`src/rtl/i2s_transmit_24.sv`:
```
// I2S transmitter: takes one stereo pair per frame on a valid/ready handshake and
// serialises it MSB-first in standard I2S timing (MSB one SCK after the WS change).
// SCK and WS arrive as plain signals in the clk_i domain; all slot activity happens
// in the single clk_i cycle that follows an SCK falling edge.
module i2s_transmit_24 #(
    parameter int DATA_W = 24,
    parameter int SLOT_W = 32,
    parameter int CNT_W  = 16
) (
    input  logic              clk_i,
    input  logic              rst_ni,
    input  logic              sck_i,
    input  logic              ws_i,
    input  logic [DATA_W-1:0] left_i,
    input  logic [DATA_W-1:0] right_i,
    input  logic              valid_i,
    output logic              ready_o,
    output logic              sd_o,
    output logic              underrun_o,
    output logic [CNT_W-1:0]  underrun_count_o
);

    localparam int PAD_W = SLOT_W - DATA_W;

    logic              sck_q;
    logic              ws_fall_q;
    logic [SLOT_W-1:0] shift_q;
    logic [DATA_W-1:0] right_q;
    logic [DATA_W-1:0] hold_left_q;
    logic [DATA_W-1:0] hold_right_q;
    logic              ready_q;
    logic              sd_q;
    logic              underrun_q;
    logic [CNT_W-1:0]  cnt_q;

    logic fall;
    logic trans;
    logic left_start;
    logic right_start;
    logic accept;
    logic consume;
    logic starve;

    // The channel is tracked only by the WS value seen on the previous SCK fall,
    // so any WS change (even a glitch) restarts a slot.
    assign fall        = sck_q & ~sck_i;
    assign trans       = fall & (ws_i != ws_fall_q);
    assign left_start  = trans & ~ws_i;
    assign right_start = trans & ws_i;
    // ready_q doubles as "holding register empty".
    assign accept      = valid_i & ready_q;
    // A left start samples the holding register before this cycle's accept lands,
    // so a pair offered in that very cycle waits for the next frame.
    assign consume     = left_start & ~ready_q;
    assign starve      = left_start & ready_q;

    assign ready_o          = ready_q;
    assign sd_o             = sd_q;
    assign underrun_o       = underrun_q;
    assign underrun_count_o = cnt_q;

    // SCK edge detector: previous SCK level sampled every clk.
    // NOTE: state registers use non-blocking assignments so every flop samples the
    // pre-edge value of its neighbours, independent of statement order.
    always_ff @(posedge clk_i or negedge rst_ni) begin
        if (!rst_ni) begin
            sck_q <= 1'b0;
        end else begin
            sck_q <= sck_i;
        end
    end

    // Serialiser: on each SCK fall emit the MSB, then reload on a slot start or shift.
    always_ff @(posedge clk_i or negedge rst_ni) begin
        if (!rst_ni) begin
            ws_fall_q <= 1'b1;
            sd_q      <= 1'b0;
            shift_q   <= '0;
            right_q   <= '0;
        end else if (fall) begin
            ws_fall_q <= ws_i;
            sd_q      <= shift_q[SLOT_W-1];
            if (left_start) begin
                if (consume) begin
                    shift_q <= {hold_left_q, {PAD_W{1'b0}}};
                    right_q <= hold_right_q;
                end else begin
                    shift_q <= '0;
                    right_q <= '0;
                end
            end else if (right_start) begin
                shift_q <= {right_q, {PAD_W{1'b0}}};
            end else begin
                shift_q <= shift_q << 1;
            end
        end
    end

    // Holding register: fills on a handshake, empties when a left slot takes it.
    always_ff @(posedge clk_i or negedge rst_ni) begin
        if (!rst_ni) begin
            ready_q      <= 1'b1;
            hold_left_q  <= '0;
            hold_right_q <= '0;
        end else if (accept) begin
            ready_q      <= 1'b0;
            hold_left_q  <= left_i;
            hold_right_q <= right_i;
        end else if (consume) begin
            ready_q <= 1'b1;
        end
    end

    // Underrun pulse and saturating underrun counter.
    always_ff @(posedge clk_i or negedge rst_ni) begin
        if (!rst_ni) begin
            underrun_q <= 1'b0;
            cnt_q      <= '0;
        end else begin
            underrun_q <= starve;
            if (starve && (cnt_q != {CNT_W{1'b1}})) begin
                cnt_q <= cnt_q + 1'b1;
            end
        end
    end

endmodule

```
`config.mk`:
```
export PLATFORM = sky130hd
export DESIGN_NAME = i2s_transmit_24
export DESIGN_NICKNAME = d
export VERILOG_FILES = /design/src/rtl/i2s_transmit_24.sv
export SDC_FILE = /design/constraint.sdc
export NUM_CORES = 1
export LEC_CHECK = 0
export BUFFER_PORTS_ARGS = -buffer_cell sky130_fd_sc_hd__buf_4
export CAP_MARGIN = 20
export CORE_ASPECT_RATIO = 0.75
export CORE_MARGIN = 8
export CORE_UTILIZATION = 55
export DETAILED_ROUTE_END_ITERATION = 12
export GPL_ROUTABILITY_DRIVEN = 0
export GPL_TIMING_DRIVEN = 0
export HOLD_SLACK_MARGIN = 0.05
export PLACE_DENSITY = 0.79
export SYNTH_ARGS = -nofsm -noshare
export SYNTH_HDL_FRONTEND = slang
export SYNTH_SLANG_ARGS = --single-unit
```
`constraint.sdc`:
```
create_clock -name clk_i -period 5.7 [get_ports clk_i]
set_input_delay 0.855 -clock clk_i [delete_from_list [all_inputs] [get_ports clk_i]]
set_output_delay 0.855 -clock clk_i [all_outputs]
set_load 0.005 [all_outputs]
```
==> results.toml <==
[routing]
via_per_inst = 5.77
drtIter0Drc = 392
wl_met2_mm = 5.63
drt_pre_antenna_iters = 5
wl_met1_mm = 5.14
wl_met3_um = 775
routedWlPerCell_um = 18.2
ant_nets = 0
drc = 0
drt_wl_total_mm = 11.7
route.top_layer_used = "met4"
vias = 3707

[logic_synthesis]
yosys-top-cells-area = "dfrtp_1 57%, mux2_2 17%, nand2_1 4.2%"
yosysSeqAreaShare = 0.585
synth_top_family_by_area = "multiplexers"
netlist_instances = 426
syn_area_um2 = 5010
yosys_warnings = 0
ys_ff_latch = 117
synth_xor_area_frac = 0.0192
synth.net_count = 480
synth_largest_area_cell = "dfrtp_1"
synthMuxAreaShare = 0.171
synth_top_area_share = 0.575
syn_avg_cell_area_um2 = 11.8
synthAdderAreaFrac = 0.00250
ys_types = 34
synth-simple-area-share = 0.110
synth_compound_area_frac = 0.0900

[global_route]
grt_max_degree = 65
grt_pass1_wl_mm = 19.6
grt-ovfl-total = 0
grt_antenna_before_repair = 0
grt_pass1_vias = 3964
grt_usage = 0.200

[cts]
cts_buffer_depth = 2
cts.sinks = 117
root_buffer = "clkbuf_16"
numCtsBuffers = 17
ctsHoldBuffers = 0
cts_tree = "built"
clkSlewWorstSetupHoldPaths_ns = 0.05
clock_latency_ns = 0.41
ctsResizeCount = 0
htreeDepth = 4
cts_setup_buffers = 0

[floorplan]
fp.dieH_um = 98.6
ios = 72
initial_core_util = 0.561
die_area_um2 = 12400
rows = 30
core_um2 = 8930
die_width_um = 126

[worst_setup_path]
r2r_slack_ns = 3.55
r2r_start = "ws_fall_q$_DFFE_PN1P_"
critPathLaunch = "ws_i"
end_kind = "register"
required_ns = 6.02
critical_path_class = "input pin to register"
arrival_ns = 2.58
critPathMaxFanout = 10
start_kind = "input pin"

[timing]
worst_hold_slack_ns = 0.480
worst-slew-pin-transition_ns = 0.723
setup_tns_ns = 0
finalCritPeriodShare = 0.396
rsz0062_at_grt = "no"
finalSetupViolations = 0
skew_ns = 0.00664
drv_slew = 0
relSlewSlack = 0.518
hold_violations = 0
fmax_mhz = 443
final.min_clock_period_ns = 2.26

[worst_hold_path]
hold_path_class = "register to register"
hold_start = "right_q[16]$_DFFE_PN0P_"

[power_and_ir_drop]
ir_worst_vdd_uv = 238
power_density_nw_per_um2 = 443
p_leak_nw = 2.99

[flow_run]
cap_viol_max_count = 0

[final_layout]
utilization = 0.708
drive_above_1_share = 0.345
mostFrequentLayoutCell = "dfrtp_1"
layout.nets = 571
mostFrequentLayoutCells = "115 x dfrtp_1, 76 x mux2_2, 71 x buf_4"
area_delta_synth_final_pct = 26.3
antennaDiodeCount = 0
fill_cells = 646

[placed_design]
hpwl_mm = 8.18
io_buffers = 71

[outcome]
status = "completed"
==> area by class of cell <==
type	count	area (um2)	share of cell area
plain buffers	25	101	0.0160
flip-flops and latches	117	2930	0.463
clock buffers	27	493	0.0779
repair buffers	72	561	0.0886
clock inverters	5	125	0.0198
well taps	112	140	0.0222
inverters	3	11.3	0.00178
multi-input cells	281	1960	0.311
==> path summary, 6_finish.rpt <==
path / endpoint / cells after the start
worst min register to register: right_q[16]$_DFFE_PN0P_ / 2
worst max register to register: shift_q[14]$_DFFE_PN0P_ / 6
min in group asynchronous: hold_left_q[20]$_DFFE_PN0P_ / 1
worst min-delay path: right_q[16]$_DFFE_PN0P_ / 2
worst max-delay path: shift_q[14]$_DFFE_PN0P_ / 7
max in group asynchronous: ready_o$_DFFE_PN1P_ / 2
==> state kept, by name (all words and copies together), names as in the netlist <==
register / cells
hold_left_q: 24
underrun_o: 1
hold_right_q: 24
ready_o: 1
underrun_count_o: 16
ws_fall_q: 1
sd_o: 1
sck_q: 1
shift_q: 24
right_q: 24
==> synthesized netlist by cell type <==
cell type	instances
nor4_1	6
dfstp_2	2
a31oi_1	2
clkbuf_1	16
xor2_1	10
nand4_1	2
buf_1	3
nor3b_1	1
buf_2	6
o21a_1	1
nand4bb_1	1
ha_1	1
nor2_1	26
dfrtp_1	115
mux2_2	76
nand3_1	7
nand2_1	56
a21oi_1	24
and4b_1	1
a221o_1	1
nor4bb_1	2
inv_1	2
and4_1	4
and2_1	2
o21ai_0	24
nor2b_1	2
inv_2	1
or4_4	1
and3_1	2
nor4b_1	1
o21bai_1	1
a22oi_1	23
xnor2_1	1
nor3_1	3
==> worst max-delay path: stages <==
cell and delay, ns:
buf_4 0.12, nand4bb_1 0.24, clkbuf_1 0.28, nor2_1 0.41
buf_2 0.33, a22oi_1 0.14, a21oi_1 0.20
==> where the power goes <==
part / switching, mW / internal, mW / total, mW / leakage, nW
Combinational: 0.191 / 0.257 / 0.448 / 1.28
Sequential: 0.155 / 1.09 / 1.25 / 1.41
Clock: 0.342 / 0.765 / 1.11 / 0.300
Total: 0.688 / 2.12 / 2.80 / 2.99
==> layer usage <==
metal  global-route usage  vias up
met5                    0        -
met4               0.0673        0
met3               0.0717       17
met2                0.316      123
met1                0.251     1872
li1                     -     1695
==> kinds of logic after synthesis <==
family                     count (synthesis)
adders and majority gates                  1
AOI/OAI and AO/OA                         76
and+or+nand+nor                          117
DFF                                      117
xor gates and xnor gates                  11
muxes                                     76
buffers and inverters                     28
==> stage by stage <==
stage | setup slack, ns | power (mW) | area (um2) | instances
after floorplan | 3.44 | 1.52 | 5010 | 426
after detailed placement | 3.06 | 1.70 | 5710 | 610
after global placement | 3.11 | 1.65 | 5680 | 609
after CTS | 3.47 | 2.81 | 6330 | 642
after global routing | 3.30 | 2.95 | 6330 | 642
final | 3.44 | 2.80 | 6330 | 642
(Power assumes the default switching activity.)
